`src/rtl/reg_arb_pkg.sv`:
```
// reg_arb_pkg: shared constants, types and helpers for reg_share_arbiter.
//
// Contents:
//   DEFAULT_N / DEFAULT_W  default requester count and data width
//   MAX_N / MAX_IW         largest supported requester count and its index width
//   pick_t                 result of a round-robin scan (found flag + winner index)
//   onehot(idx, n)         one-hot vector of idx, MAX_N bits wide (bits >= n are zero)
//   rr_pick(elig, ptr, n)  first eligible index scanning ptr, ptr+1, ... modulo n
package reg_arb_pkg;

    localparam int DEFAULT_N = 4;
    localparam int DEFAULT_W = 32;
    localparam int MAX_N     = 16;
    localparam int MAX_IW    = 4;

    typedef struct packed {
        logic              found;
        logic [MAX_IW-1:0] idx;
    } pick_t;

    function automatic logic [MAX_N-1:0] onehot(input logic [MAX_IW-1:0] idx, input int n);
        logic [MAX_N-1:0] r;
        r = '0;
        for (int i = 0; i < MAX_N; i++) begin
            if (i < n && int'(idx) == i) begin
                r[i] = 1'b1;
            end
        end
        return r;
    endfunction

    // The loop bound is the fixed maximum so the scan unrolls to a constant
    // structure; positions at or beyond n are skipped.
    function automatic pick_t rr_pick(input logic [MAX_N-1:0] elig,
                                      input logic [MAX_IW-1:0] ptr,
                                      input int n);
        pick_t r;
        int    j;
        r.found = 1'b0;
        r.idx   = '0;
        for (int i = 0; i < MAX_N; i++) begin
            if (i < n && !r.found) begin
                j = (int'(ptr) + i) % n;
                if (elig[j]) begin
                    r.found = 1'b1;
                    r.idx   = MAX_IW'(j);
                end
            end
        end
        return r;
    endfunction

endpackage

```
`src/rtl/reg_share_arbiter_if.sv`:
```
// reg_share_arbiter_if: requester-side bus of the shared-register arbiter.
//
// Signals:
//   req   [N]    per-requester write request (level)
//   wdata [N*W]  packed write data, slice i = wdata[i*W +: W]
//   lock  [N]    owner lock request (only when REG_ARB_LOCK_EN is defined)
//   gnt   [N]    registered one-hot write acknowledge, one-cycle pulse
//   q     [W]    shared register contents
//   owner [IW]   index of the last requester written
//   valid        q has been written since reset
//
// Handshake: a requester raises req[i] with wdata slice i and holds both
// stable until it sees gnt[i]=1 (sampled after the edge that wrote q). It
// then drops req[i] or keeps it high for another write; a kept request is
// eligible again in the cycle after gnt[i] falls.
//
// Modports: master = requester side, slave = arbiter side.
// Optional macro: REG_ARB_LOCK_EN adds the lock signal.
interface reg_share_arbiter_if #(
    parameter int N = reg_arb_pkg::DEFAULT_N,
    parameter int W = reg_arb_pkg::DEFAULT_W
);
    localparam int IW = $clog2(N);

    logic [N-1:0]   req;
    logic [N*W-1:0] wdata;
    logic [N-1:0]   gnt;
    logic [W-1:0]   q;
    logic [IW-1:0]  owner;
    logic           valid;
`ifdef REG_ARB_LOCK_EN
    logic [N-1:0]   lock;

    modport master (output req, wdata, lock, input gnt, q, owner, valid);
    modport slave  (input req, wdata, lock, output gnt, q, owner, valid);
`else
    modport master (output req, wdata, input gnt, q, owner, valid);
    modport slave  (input req, wdata, output gnt, q, owner, valid);
`endif

endinterface

```
`src/rtl/reg_share_arbiter_rr_pick_ptr.sv`:
```
// rr_pick_ptr: round-robin pointer register plus the masked priority scan.
//
// Ports:
//   clk, rst_n  clock, asynchronous active-low reset
//   eligible    requesters allowed to win this cycle
//   hold        keep the pointer where it is even if a winner is found
//   winner      first eligible index from ptr upwards, modulo N
//   found       some requester is eligible
//   ptr         current round-robin pointer (debug visibility)
module rr_pick_ptr
    import reg_arb_pkg::*;
#(
    parameter int N  = DEFAULT_N,
    parameter int IW = $clog2(N)
) (
    input  logic          clk,
    input  logic          rst_n,
    input  logic [N-1:0]  eligible,
    input  logic          hold,
    output logic [IW-1:0] winner,
    output logic          found,
    output logic [IW-1:0] ptr
);

    logic [IW-1:0] ptr_q, ptr_d;
    pick_t         pick;

    always_comb begin
        pick   = rr_pick(MAX_N'(eligible), MAX_IW'(ptr_q), N);
        winner = IW'(pick.idx);
        found  = pick.found;
    end

    // The pointer moves to just past the winner so the winner has lowest
    // priority on the next scan.
    always_comb begin
        ptr_d = ptr_q;
        if (found && !hold) begin
            ptr_d = (winner == IW'(N - 1)) ? '0 : winner + IW'(1);
        end
    end

    always_ff @(posedge clk or negedge rst_n) begin
        if (!rst_n) begin
            ptr_q <= '0;
        end else begin
            ptr_q <= ptr_d;
        end
    end

    assign ptr = ptr_q;

endmodule

```
`src/rtl/reg_share_arbiter.sv`:
```
// reg_share_arbiter: round-robin sharing of one W-bit register among N
// requesters. Each cycle at most one requester is written into q and gets
// a one-cycle registered gnt pulse as acknowledge.
//
// Ports:
//   clk, rst_n  clock, asynchronous active-low reset
//   bus         reg_share_arbiter_if.slave (req, wdata, [lock], gnt, q, owner, valid)
//   dbg_ptr     current round-robin pointer
//
// Optional macro: REG_ARB_LOCK_EN. When defined, an owner holding both
// req[owner] and lock[owner] (with valid=1) keeps winning back-to-back,
// bypassing its gnt mask, and the pointer is frozen until the lock drops.
module reg_share_arbiter
    import reg_arb_pkg::*;
#(
    parameter int N  = DEFAULT_N,
    parameter int W  = DEFAULT_W,
    parameter int IW = $clog2(N)
) (
    input  logic                 clk,
    input  logic                 rst_n,
    reg_share_arbiter_if.slave   bus,
    output logic [IW-1:0]        dbg_ptr
);

    logic [W-1:0]  q_q, q_d;
    logic [N-1:0]  gnt_q, gnt_d;
    logic [IW-1:0] owner_q, owner_d;
    logic          valid_q, valid_d;

    logic [N-1:0]  eligible;
    logic [IW-1:0] pick_idx;
    logic          pick_found;
    logic          lock_hit;
    logic [IW-1:0] sel_idx;
    logic          write;

    // A requester acknowledged this cycle is masked so a held request is
    // not written twice for one handshake.
    assign eligible = bus.req & ~gnt_q;

`ifdef REG_ARB_LOCK_EN
    assign lock_hit = valid_q & bus.req[owner_q] & bus.lock[owner_q];
`else
    assign lock_hit = 1'b0;
`endif

    rr_pick_ptr #(.N(N), .IW(IW)) u_pick (
        .clk      (clk),
        .rst_n    (rst_n),
        .eligible (eligible),
        .hold     (lock_hit),
        .winner   (pick_idx),
        .found    (pick_found),
        .ptr      (dbg_ptr)
    );

    always_comb begin
        sel_idx = lock_hit ? owner_q : pick_idx;
        write   = lock_hit | pick_found;

        q_d     = q_q;
        owner_d = owner_q;
        valid_d = valid_q;
        gnt_d   = '0;
        if (write) begin
            q_d     = bus.wdata[int'(sel_idx)*W +: W];
            owner_d = sel_idx;
            valid_d = 1'b1;
            gnt_d   = N'(onehot(MAX_IW'(sel_idx), N));
        end
    end

    always_ff @(posedge clk or negedge rst_n) begin
        if (!rst_n) begin
            q_q     <= '0;
            gnt_q   <= '0;
            owner_q <= '0;
            valid_q <= 1'b0;
        end else begin
            q_q     <= q_d;
            gnt_q   <= gnt_d;
            owner_q <= owner_d;
            valid_q <= valid_d;
        end
    end

    assign bus.q     = q_q;
    assign bus.gnt   = gnt_q;
    assign bus.owner = owner_q;
    assign bus.valid = valid_q;

endmodule

```
`src/flat_wrapper.sv`:
```
// flat-port wrapper written by rule: the top's interface ports become plain ports
module reg_share_arbiter_flat import reg_arb_pkg::*;
#(
    parameter int N  = DEFAULT_N,
    parameter int W  = DEFAULT_W,
    parameter int IW = $clog2(N)
)
  (clk, rst_n, dbg_ptr, bus_req, bus_wdata, bus_gnt, bus_q, bus_owner, bus_valid);
  reg_share_arbiter_if #(.N(N), .W(W)) bus_i ();
  input  logic clk;
  input  logic rst_n;
  output logic [IW-1:0] dbg_ptr;
  input wire logic [$bits(bus_i.req)-1:0] bus_req;
  input wire logic [$bits(bus_i.wdata)-1:0] bus_wdata;
  output wire logic [$bits(bus_i.gnt)-1:0] bus_gnt;
  output wire logic [$bits(bus_i.q)-1:0] bus_q;
  output wire logic [$bits(bus_i.owner)-1:0] bus_owner;
  output wire logic [$bits(bus_i.valid)-1:0] bus_valid;
  assign bus_i.req = bus_req;
  assign bus_i.wdata = bus_wdata;
  assign bus_gnt = bus_i.gnt;
  assign bus_q = bus_i.q;
  assign bus_owner = bus_i.owner;
  assign bus_valid = bus_i.valid;
  reg_share_arbiter #(.N(N), .W(W), .IW(IW)) u_core (.clk(clk), .rst_n(rst_n), .bus(bus_i), .dbg_ptr(dbg_ptr));
endmodule
```
`config.mk`:
```
export PLATFORM = sky130hd
export DESIGN_NAME = reg_share_arbiter_flat
export DESIGN_NICKNAME = d
export VERILOG_FILES = /design/src/rtl/reg_arb_pkg.sv /design/src/rtl/reg_share_arbiter_if.sv /design/src/rtl/reg_share_arbiter_rr_pick_ptr.sv /design/src/rtl/reg_share_arbiter.sv /design/src/flat_wrapper.sv
export SDC_FILE = /design/constraint.sdc
export NUM_CORES = 1
export LEC_CHECK = 0
export ABC_AREA = 1
export BUFFER_PORTS_ARGS = -buffer_cell sky130_fd_sc_hd__buf_2
export CORE_MARGIN = 4
export CORE_UTILIZATION = 47
export DETAILED_ROUTE_END_ITERATION = 7
export GPL_ROUTABILITY_DRIVEN = 1
export PLACE_DENSITY = 0.84
export SYNTH_ARGS = -nofsm -noshare
export SYNTH_HDL_FRONTEND = slang
export SYNTH_HIERARCHICAL = 1
export SYNTH_SLANG_ARGS = --single-unit
```
`constraint.sdc`:
```
create_clock -name clk -period 2.36 [get_ports clk]
set_clock_uncertainty 0.1 [all_clocks]
set_input_delay 0.236 -clock clk [delete_from_list [all_inputs] [get_ports clk]]
set_output_delay 0.236 -clock clk [all_outputs]
set_load 0.05 [all_outputs]
```
* Yosys cells after proc, flatten, opt, wreduce, memory -nomap -nowiden
Cells that the tools add are included.
** Storage, ports and cells
- Register bits :: 41
- Bits in latches :: 0
- Bits in writable memories :: 0
- ROM bits :: 0
- Input bits :: 134
- Output and inout port bits :: 41
- Logic and storage cells :: 51
- Memories kept :: 0
** Operators by class
- Add/sub/neg operators :: 4
- $mul :: 0
- Div/mod/pow operators :: 0
- Order comparisons :: 4
- Equal/unequal tests :: 4
- Shifts and indexed selects :: 1
- Mux-type cells :: 24
- Bitwise logic cells :: 5
- Reductions and logical operators :: 4
** Operators by type and width (count)
- variable part select 128 x 8 -> 32 bit :: 1
- 2-to-1 mux 5 bit :: 7
- less-than comparator 3 x 6 -> 1 bit, second input constant :: 3
- 2-to-1 mux 1 bit :: 11
- binary-select mux 1 bit (select 3 bit) :: 3
- == test 2 bit, second input constant :: 3
- OR reduction 2 bit :: 3
- less-than comparator 2 x 5 -> 1 bit, second input constant :: 1
- adder 2 x 1 -> 2 bit, second input constant :: 2
- adder 2 bit, second input constant :: 2
- bitwise AND 4 bit :: 1
- 2-to-1 mux 4 bit :: 1
- inverter 4 bit :: 1
- bitwise AND 1 bit, first input constant :: 3
- binary-select mux 1 bit (select 2 bit) :: 1
- == test 2 x 1 -> 1 bit, second input constant :: 1
- logical NOT 2 bit :: 1
- 2-to-1 mux 2 bit :: 1

* Depth between registers and ports, before layout
Gate-level depths: netlist (run 1).
- Word-level depth :: 15
- Gate-level depth with buffers :: 20
- Gate-level depth less buffers :: 17

* Hierarchy
Netlist (run 1), hierarchy kept.
** By module, submodules not included
- reg_share_arbiter :: times used 1, cells each 539, area each 3010.4 um2, seq. area each 975.9 um2
- rr_pick_ptr :: times used 1, cells each 71, area each 429.2 um2, seq. area each 50.0 um2

* Worst setup path before layout (run 1)
Ideal clock, no wire load.
- Path kind :: register to register
- Start :: register u_core.u_pick.ptr_q[0], in the netlist u_core/u_pick/ptr[0]
- End :: register u_core.q_q[0], in the netlist u_core/bus.q[0]
- Library setup time :: 0.118 ns
- Arrival time :: 2.129 ns
- Data required time :: 2.142 ns
- Path slack :: 0.013 ns
- Cell stages (with the launch flop) :: 18
- Buffers on the path :: 4
- Clock period less this slack :: 2.347 ns
- Cell sequence :: dfrtp_1 buf_6 nand2_1 nand2_2 nand2_4 nand2_4 nand2_2 nand2_1 nand3_2 nand2_2 buf_4 buf_6 buf_2 nand2_1 nand3_1 nand2_1 nand2_1 nand2_1
** On the way
- Word-level cells in the longest chain between the ends :: 13
- Elaborated cells between the ends (all ways) :: 28
- Classes of those cells :: add/sub: 3; shift: 1; mux: 18; bitwise: 3; reduce/logical: 3
** Ends and longest elaborated chain
- start: declaration :: RTL line reg_share_arbiter_rr_pick_ptr.sv:25 : logic [IW-1:0] ptr_q, ptr_d;
- start signal: assignment :: RTL line reg_share_arbiter_rr_pick_ptr.sv:47 : ptr_q <= ptr_d;
- adder 2 x 1 -> 2 bit :: RTL line reg_arb_pkg.sv:43 : j = (int'(ptr) + i) % n;
- OR reduction 2 bit (no source line)
- bitwise AND 1 bit (no source line)
- binary-select mux 1 bit (select 3 bit) :: RTL line reg_arb_pkg.sv:44 : if (elig[j]) begin
- 2-to-1 mux 1 bit (implied by the code) (2 in a row) :: RTL line reg_arb_pkg.sv:44
- 2-to-1 mux 5 bit :: RTL line reg_arb_pkg.sv:44
- 2-to-1 mux 5 bit :: RTL line reg_arb_pkg.sv:42 : if (i < n && !r.found) begin
- 2-to-1 mux 5 bit :: RTL line reg_arb_pkg.sv:44
- 2-to-1 mux 5 bit :: RTL line reg_arb_pkg.sv:42
- 2-to-1 mux 5 bit :: RTL line reg_arb_pkg.sv:44
- 2-to-1 mux 5 bit (*) :: RTL line reg_arb_pkg.sv:42
- named net u_core.pick_idx[0] :: RTL line reg_share_arbiter.sv:32 : logic [IW-1:0] pick_idx;
- variable part select 128 x 8 -> 32 bit (*) :: RTL line reg_share_arbiter.sv:67 : q_d = bus.wdata[int'(sel_idx)*W +: W];
- end signal: assignment :: RTL line reg_share_arbiter.sv:81 : q_q <= q_d;
- end: declaration :: RTL line reg_share_arbiter.sv:26 : logic [W-1:0] q_q, q_d;
The timed path passes the listed nets; every way through them passes the cells marked *. The select of a mux whose other input is x is not followed.
A chain may end at the register's enable or synchronous reset.

* Worst setup path in the final report (run 1)
- Start :: register u_core.u_pick.ptr_q[0], in the netlist u_core/u_pick/ptr[0]
- End :: register u_core.q_q[18], in the netlist u_core/bus.q[18]
** On the way
- Elaborated cells between the ends (all ways) :: 28
- Classes of those cells :: add/sub: 3; shift: 1; mux: 18; bitwise: 3; reduce/logical: 3
** RTL lines
- adder 2 x 1 -> 2 bit :: RTL line reg_arb_pkg.sv:43
- OR reduction 2 bit (no source line)
- bitwise AND 1 bit (no source line)
- binary-select mux 1 bit (select 3 bit) :: RTL line reg_arb_pkg.sv:44
- 2-to-1 mux 1 bit (implied by the code) (2 in a row) :: RTL line reg_arb_pkg.sv:44
- 2-to-1 mux 5 bit :: RTL line reg_arb_pkg.sv:44
- 2-to-1 mux 5 bit (2 in a row) :: RTL line reg_arb_pkg.sv:42
- 2-to-1 mux 5 bit (*) :: RTL line reg_arb_pkg.sv:42
- named net u_core.pick_found :: RTL line reg_share_arbiter.sv:33 : logic pick_found;
Marked as above.

==> run metrics, run 1 <==
largest net degree at the start of global routing=42; top cell type's share of synthesized area=31.0%; DR vias=3970; Clock H-tree levels=2; worst-path cell chain=buf_4, nand2_1, nand2_2, nand2_4, nand2_4, nor2_4, nand2_4, nand3_2, nand2_2, inv_4, buf_12, nand2_1, nand3_1, nand2_1, nand2_1, nand2_1; CTS tree=done; root buf cell=clkbuf_8; register bit count reported by yosys=41; GRT Total Usage=22.0%; Setup WS pre-CTS=0.180 ns; Critical Path RT=2.44 ns; Clock Sinks=41; die width=93.5 um; CP bufs+invs=3; number of global-route vias before repair=3786; Most Frequent Cell on Critical Path=nand2_1; RSZ-0062 raised after global routing=no; main combinational cell family by area after synthesis=simple AND/OR/NAND/NOR gates; initial antenna violation count=0; wire length on met3=701 um; fin. max-slew vios=0; I/O Buffers=174; die area=8750 um^2; placed cell area=4390 um^2; clock latency on the worst-skew pair=0.29 ns; Site Rows=30; Initial Utilization=49.5%; Synth warnings=6; Final WS setup=0.155 ns; Syn-to-layout area delta=31.7%; Synth Area in Adders=0%; cell taking the most area after synthesis=nand2_1; post-synthesis mux area share=0%; crit start category=flop; Compound-Gate Fraction of Synth Area=0.582%; Mapped Area=3440 um^2; CORE AREA=6940 um^2; slowest CP cell=dfrtp_1; total gr overflow=0; footprint of the multi-input gates=1680 um^2; DR iter-0 viols=143; worst-margin pin slew=0.506 ns; slowest stage delay, CP=0.44 ns; DRT Pass-1 Iters=5; worst-path fanout max=31; layout cells sized above 1=29.0%; final setup vio count=0; worst hold path class=in -> reg; setup bufs post-CTS=0; Crit Path Class=reg -> reg; ant diodes=0; Filler cells=655; final hold vios=0; die height=93.5 um; Primary FF master, synth=dfrtp_1; register area=1030 um^2; post-route cell area=4530 um^2; top post-synthesis cells by area=nand2_1, dfrtp_1, inv_1, nand3_1, nand2_2; fin crit period=2.21 ns; antenna-violating nets left=0; first-pass GRT wire length=16000 um; Crit. End Element=flop; status=finished, final reports clean; CP arrival=2.29 ns; ys async rst share=100%; EDFF count, synth=0; vias per cell=4.54; num ports=175; reg2reg setup slack=0.15 ns; met1 wire length=3860 um; Seq/Total Area, Yosys=29.8%; headroom to the max-slew limit=66.3%; Tcrit/Tclk final=93.4%; Detailed Place HPWL=7510 um; synth unique cells=22; xor-xnor portion of the synthesized cell area=0%; post-synthesis simple-gate area fraction=48.0%; CP top delay family=simple AND/OR/NAND/NOR gates; WL final=9640 um; list of most frequent post-synthesis cells=nand2_1, inv_1, nand3_1, dfrtp_1, buf_2; Met2 Wirelength=4890 um; highest routed layer=met4; Syn Inst Count=610; Setup TNS=0 ns; most frequent cell after synthesis=nand2_1; Max Cap Viol=0; Fmax=453 MHz; DR WL/cell=11.0 um; Avg Inst Size Synth=5.64 um^2; drt drc=0; total CTS buffers=5; worst hold slack=0.223 ns; NumNets Final=912; GP Congestion=0.866; Max Root-Sink Buffers=2; clock slew at reported path FFs=0.08 ns
area by class of cell:
class                           count  share of cell area, %
Multi-Input combinational cell    395                   37.1
Timing Repair Buffer              190                   22.9
Sequential cell                    41                   22.6
Inverter                          145                   12.2
Tap cell                           96                   2.65
Clock buffer                        7                   1.91
Clock inverter                      1                  0.663
logic make-up after synthesis:
| family | after synthesis |
|---|---|
| AND/OR/NAND/NOR | 389 |
| AO/OA/AOI/OAI | 4 |
| flip-flops | 41 |
| buffers and inverters | 175 |
| other | 1 |
cells in the final DEF, fill, tap and decap left out, types with 2 or more instances in the layout:
cell type	synthesis	layout
buf_12	0	3
nand2_4	4	4
nor2_4	2	2
conb_1	1	2
inv_1	139	139
nand3_1	69	69
nand2_1	284	284
buf_6	6	2
nor2_1	10	10
o21ai_0	3	3
inv_2	5	4
clkbuf_8	0	6
nand2_2	14	14
dfrtp_1	41	41
buf_2	17	174
nand3_2	3	3
buf_4	4	10
metal layers:
metal,vias up,track usage (%)
met2,136,39.8
li1,2068,-
met4,0,7.34
met5,-,0
met3,15,3.06
met1,1751,26.8
flip-flops by register name, indices dropped and copies added, names as in the netlist:
register           cells
u_core/u_pick/ptr      2
u_core/bus.q          32
u_core/bus.owner       2
u_core/bus.gnt         4
u_core/bus.valid       1
through the flow:
step                      std cells  util, %
final                           875     65.2
after global routing            875     65.2
after CTS                       875     65.0
after detailed placement        866     63.2
after global placement          866     63.2
after floorplan                 611        -
worst reg2reg max path, stage by stage, from the launching register on:
cell and delay [ns]:
dfrtp_1 0.44, buf_4 0.18, nand2_1 0.08, nand2_2 0.09, nand2_4 0.09, nand2_4 0.07, nor2_4 0.12, nand2_4 0.08
nand3_2 0.09, nand2_2 0.09, inv_4 0.14, buf_12 0.19, nand2_1 0.08, nand3_1 0.08, nand2_1 0.06, nand2_1 0.06
nand2_1 0.05
path summary, 6_finish.rpt:
path / startpoint / to / cells past startpoint
setup / recovery: u_core/u_pick/ptr[0] / u_core/bus.q[18] / 16
hold / removal: bus_wdata[29] / u_core/bus.q[29] / 7
setup reg to reg: u_core/u_pick/ptr[0] / u_core/bus.q[18] / 16
hold reg to reg: u_core/bus.owner[1] / u_core/bus.owner[1] / 2
max in group asynchronous: rst_n / u_core/bus.q[18] / 3
min in group asynchronous: rst_n / u_core/bus.owner[1] / 3
timing repair:
action / CTS / global route
gates resized for setup: 0 / 4
endpoints found under the setup margin: 0 / 14
hold buffers: 1 / 0
endpoints found under the hold margin: 41 / 0
Power of run 1 is left out: the tool's default activity adds up to more than one toggle a clock period on the data nets, which glitch-free logic cannot reach.
==> run 2, diff against run 1 <==
--- a/config.mk
+++ b/config.mk
@@ -7,7 +7,7 @@
 export LEC_CHECK = 0
 export ABC_AREA = 1
 export BUFFER_PORTS_ARGS = -buffer_cell sky130_fd_sc_hd__buf_2
-export CORE_MARGIN = 4
+export CORE_MARGIN = 2
 export CORE_UTILIZATION = 47
 export DETAILED_ROUTE_END_ITERATION = 7
 export GPL_ROUTABILITY_DRIVEN = 1
==> run 2 against run 1 <==
Count of clock-buffer cells in the layout is 1 lower. Hold slack about the same. Global-route usage rose by 0.31 points. Via count fell by 0.63%. Sequential share of layout area fell by 0.12 points. Largest cell class unchanged. Highest routed layer unchanged.
==> run metrics, run 2 (synthesized netlist as in run 1, its figures left out) <==
DR iter-0 viols=119 (-17%); number of global-route vias before repair=3431 (-9.4%); I/O Buffers=174 (unchanged); Critical Path RT=2.44 ns (about the same); first-pass GRT wire length=14300 um (-11%); most common cell after layout, fill and taps aside=nand2_1; Crit Path Class=reg -> reg; vias per cell=4.49 (-0.97%); DRT Pass-1 Iters=6 (+1); commonest cells after routing, fill and taps aside=nand2_1, buf_2, inv_1; slowest stage delay, CP=0.46 ns (+0.02 ns); CP arrival=2.24 ns (-0.05 ns); root buf cell=clkbuf_8; worst-path cell chain=inv_2, nand2_1, nand2_2, nand2_1, nand2_1, inv_1, nand2_2, nand2_1, nand3_2, nand2_2, inv_4, buf_4, nand2_1, nand3_1, nand2_1, nand2_1, nand2_1; antenna-violating nets left=0 (unchanged); fin. max-slew vios=0 (unchanged); Clock H-tree levels=2 (unchanged); Site Rows=31 (+3.3%); total CTS buffers=5 (unchanged); CP bufs+invs=4 (+1); drt drc=0 (unchanged); DR vias=3945 (-0.63%); num ports=175 (unchanged); largest net degree at the start of global routing=45 (+7.1%); clock latency on the worst-skew pair=0.29 ns (about the same); NumNets Final=912 (unchanged); die area=8020 um^2 (-8.4%); worst hold path class=in -> reg; crit start category=flop; Clock Sinks=41 (unchanged); status=finished, final reports clean; die height=89.5 um (-4.3%); initial antenna violation count=0 (unchanged); Setup TNS=0 ns (unchanged); final setup vio count=0 (unchanged); slowest CP cell=dfrtp_2; CTS tree=done; layout cells sized above 1=29.3% (+0.26 points); WL final=9080 um (-5.8%); CP top delay family=simple AND/OR/NAND/NOR gates; headroom to the max-slew limit=65.9% (-0.35 points); Fmax=463 MHz (+2.2%); Detailed Place HPWL=7030 um (-6.4%); Crit. End Element=flop; Final Util=63.5% (-1.7 points); worst-path fanout max=9 (-71%); DR WL/cell=10.3 um (-6.1%); clock slew at reported path FFs=0.08 ns (about the same); Syn-to-layout area delta=32.6%; Setup WS pre-CTS=0.109 ns (-0.0706 ns); GP Congestion=0.837 (-3.4%); CORE AREA=7180 um^2 (+3.3%); Max Cap Viol=0 (unchanged); GRT Total Usage=22.3% (+0.31 points); ant diodes=0 (unchanged); final hold vios=0 (unchanged); worst-margin pin slew=0.511 ns (+0.00522 ns); Max Root-Sink Buffers=2 (unchanged); Most Frequent Cell on Critical Path=nand2_1; die width=89.5 um (-4.3%); Tcrit/Tclk final=91.4% (-2.0 points); total gr overflow=0 (unchanged); Final WS setup=0.202 ns (+0.0477 ns); Initial Utilization=47.9% (-1.6 points); Largest register FFs=32 (unchanged); Filler cells=713 (+8.9%); setup bufs post-CTS=0 (unchanged); fin crit period=2.16 ns (-0.0477 ns)
==> run 2: changes by cell type in the layout (fill, tap and decap cells not counted), sizes merged <==
cell,previous run,this run
buf,189,188
clkinv,0,1
==> run 2: worst register-to-register path, delay by kind of cell, from the launching register on <==
kind / cells / cell delay, ns
simple gates: 13 / 1.01
buf+inv: 4 / 0.48
flops: 1 / 0.46
==> run 2: layout make-up <==
class	count	area, um^2	share of cell area [%]
clock buffers	6	82.6	1.81
clock inverters	2	37.5	0.823
inverters	145	547	12.0
multi-input cells	395	1680	36.9
flip-flops and latches	41	1030	22.5
well taps	99	124	2.72
repair buffers	190	1060	23.2
==> run 2: layer usage <==
metal  GRT usage, %  part of all wire [%]  up-vias
met5              0                     0        -
met4           5.43                  0.83        0
met3           3.23                   5.7        9
met2           41.6                    50      143
met1           26.8                    43     1717
li1               -                     -     2076
==> run 2: repair_timing <==
item / in CTS / in global routing
hold buffers: 1 / 0
hold endpoints to repair: 41 / 0
resized for setup: 0 / 6
endpoints found under the setup margin: 0 / 31
==> run 2: final timing paths <==
path	slack, ns	to	cells past startpoint	startpoint
worst max-delay path	0.20	u_core/bus.q[31]	17	u_core/u_pick/ptr[0]
worst min-delay path	0.22	u_core/bus.q[25]	7	bus_wdata[25]
worst max register to register	0.20	u_core/bus.q[31]	17	u_core/u_pick/ptr[0]
worst min register to register	0.38	u_core/bus.q[6]	2	u_core/bus.q[6]
max in group asynchronous	1.36	u_core/u_pick/ptr[0]	3	rst_n
min in group asynchronous	0.43	u_core/bus.q[24]	3	rst_n
==> run 2: through the flow <==
step	cells	hold WS (ns)	instance area, um^2
2_1_floorplan	611	-0.160	3440
3_3_place_gp	868	0.226	4390
3_5_place_dp	868	0.236	4390
4_1_cts	877	0.216	4520
5_1_grt	878	0.260	4560
6_report	878	0.224	4560
Power of run 2 is left out for the same reason.
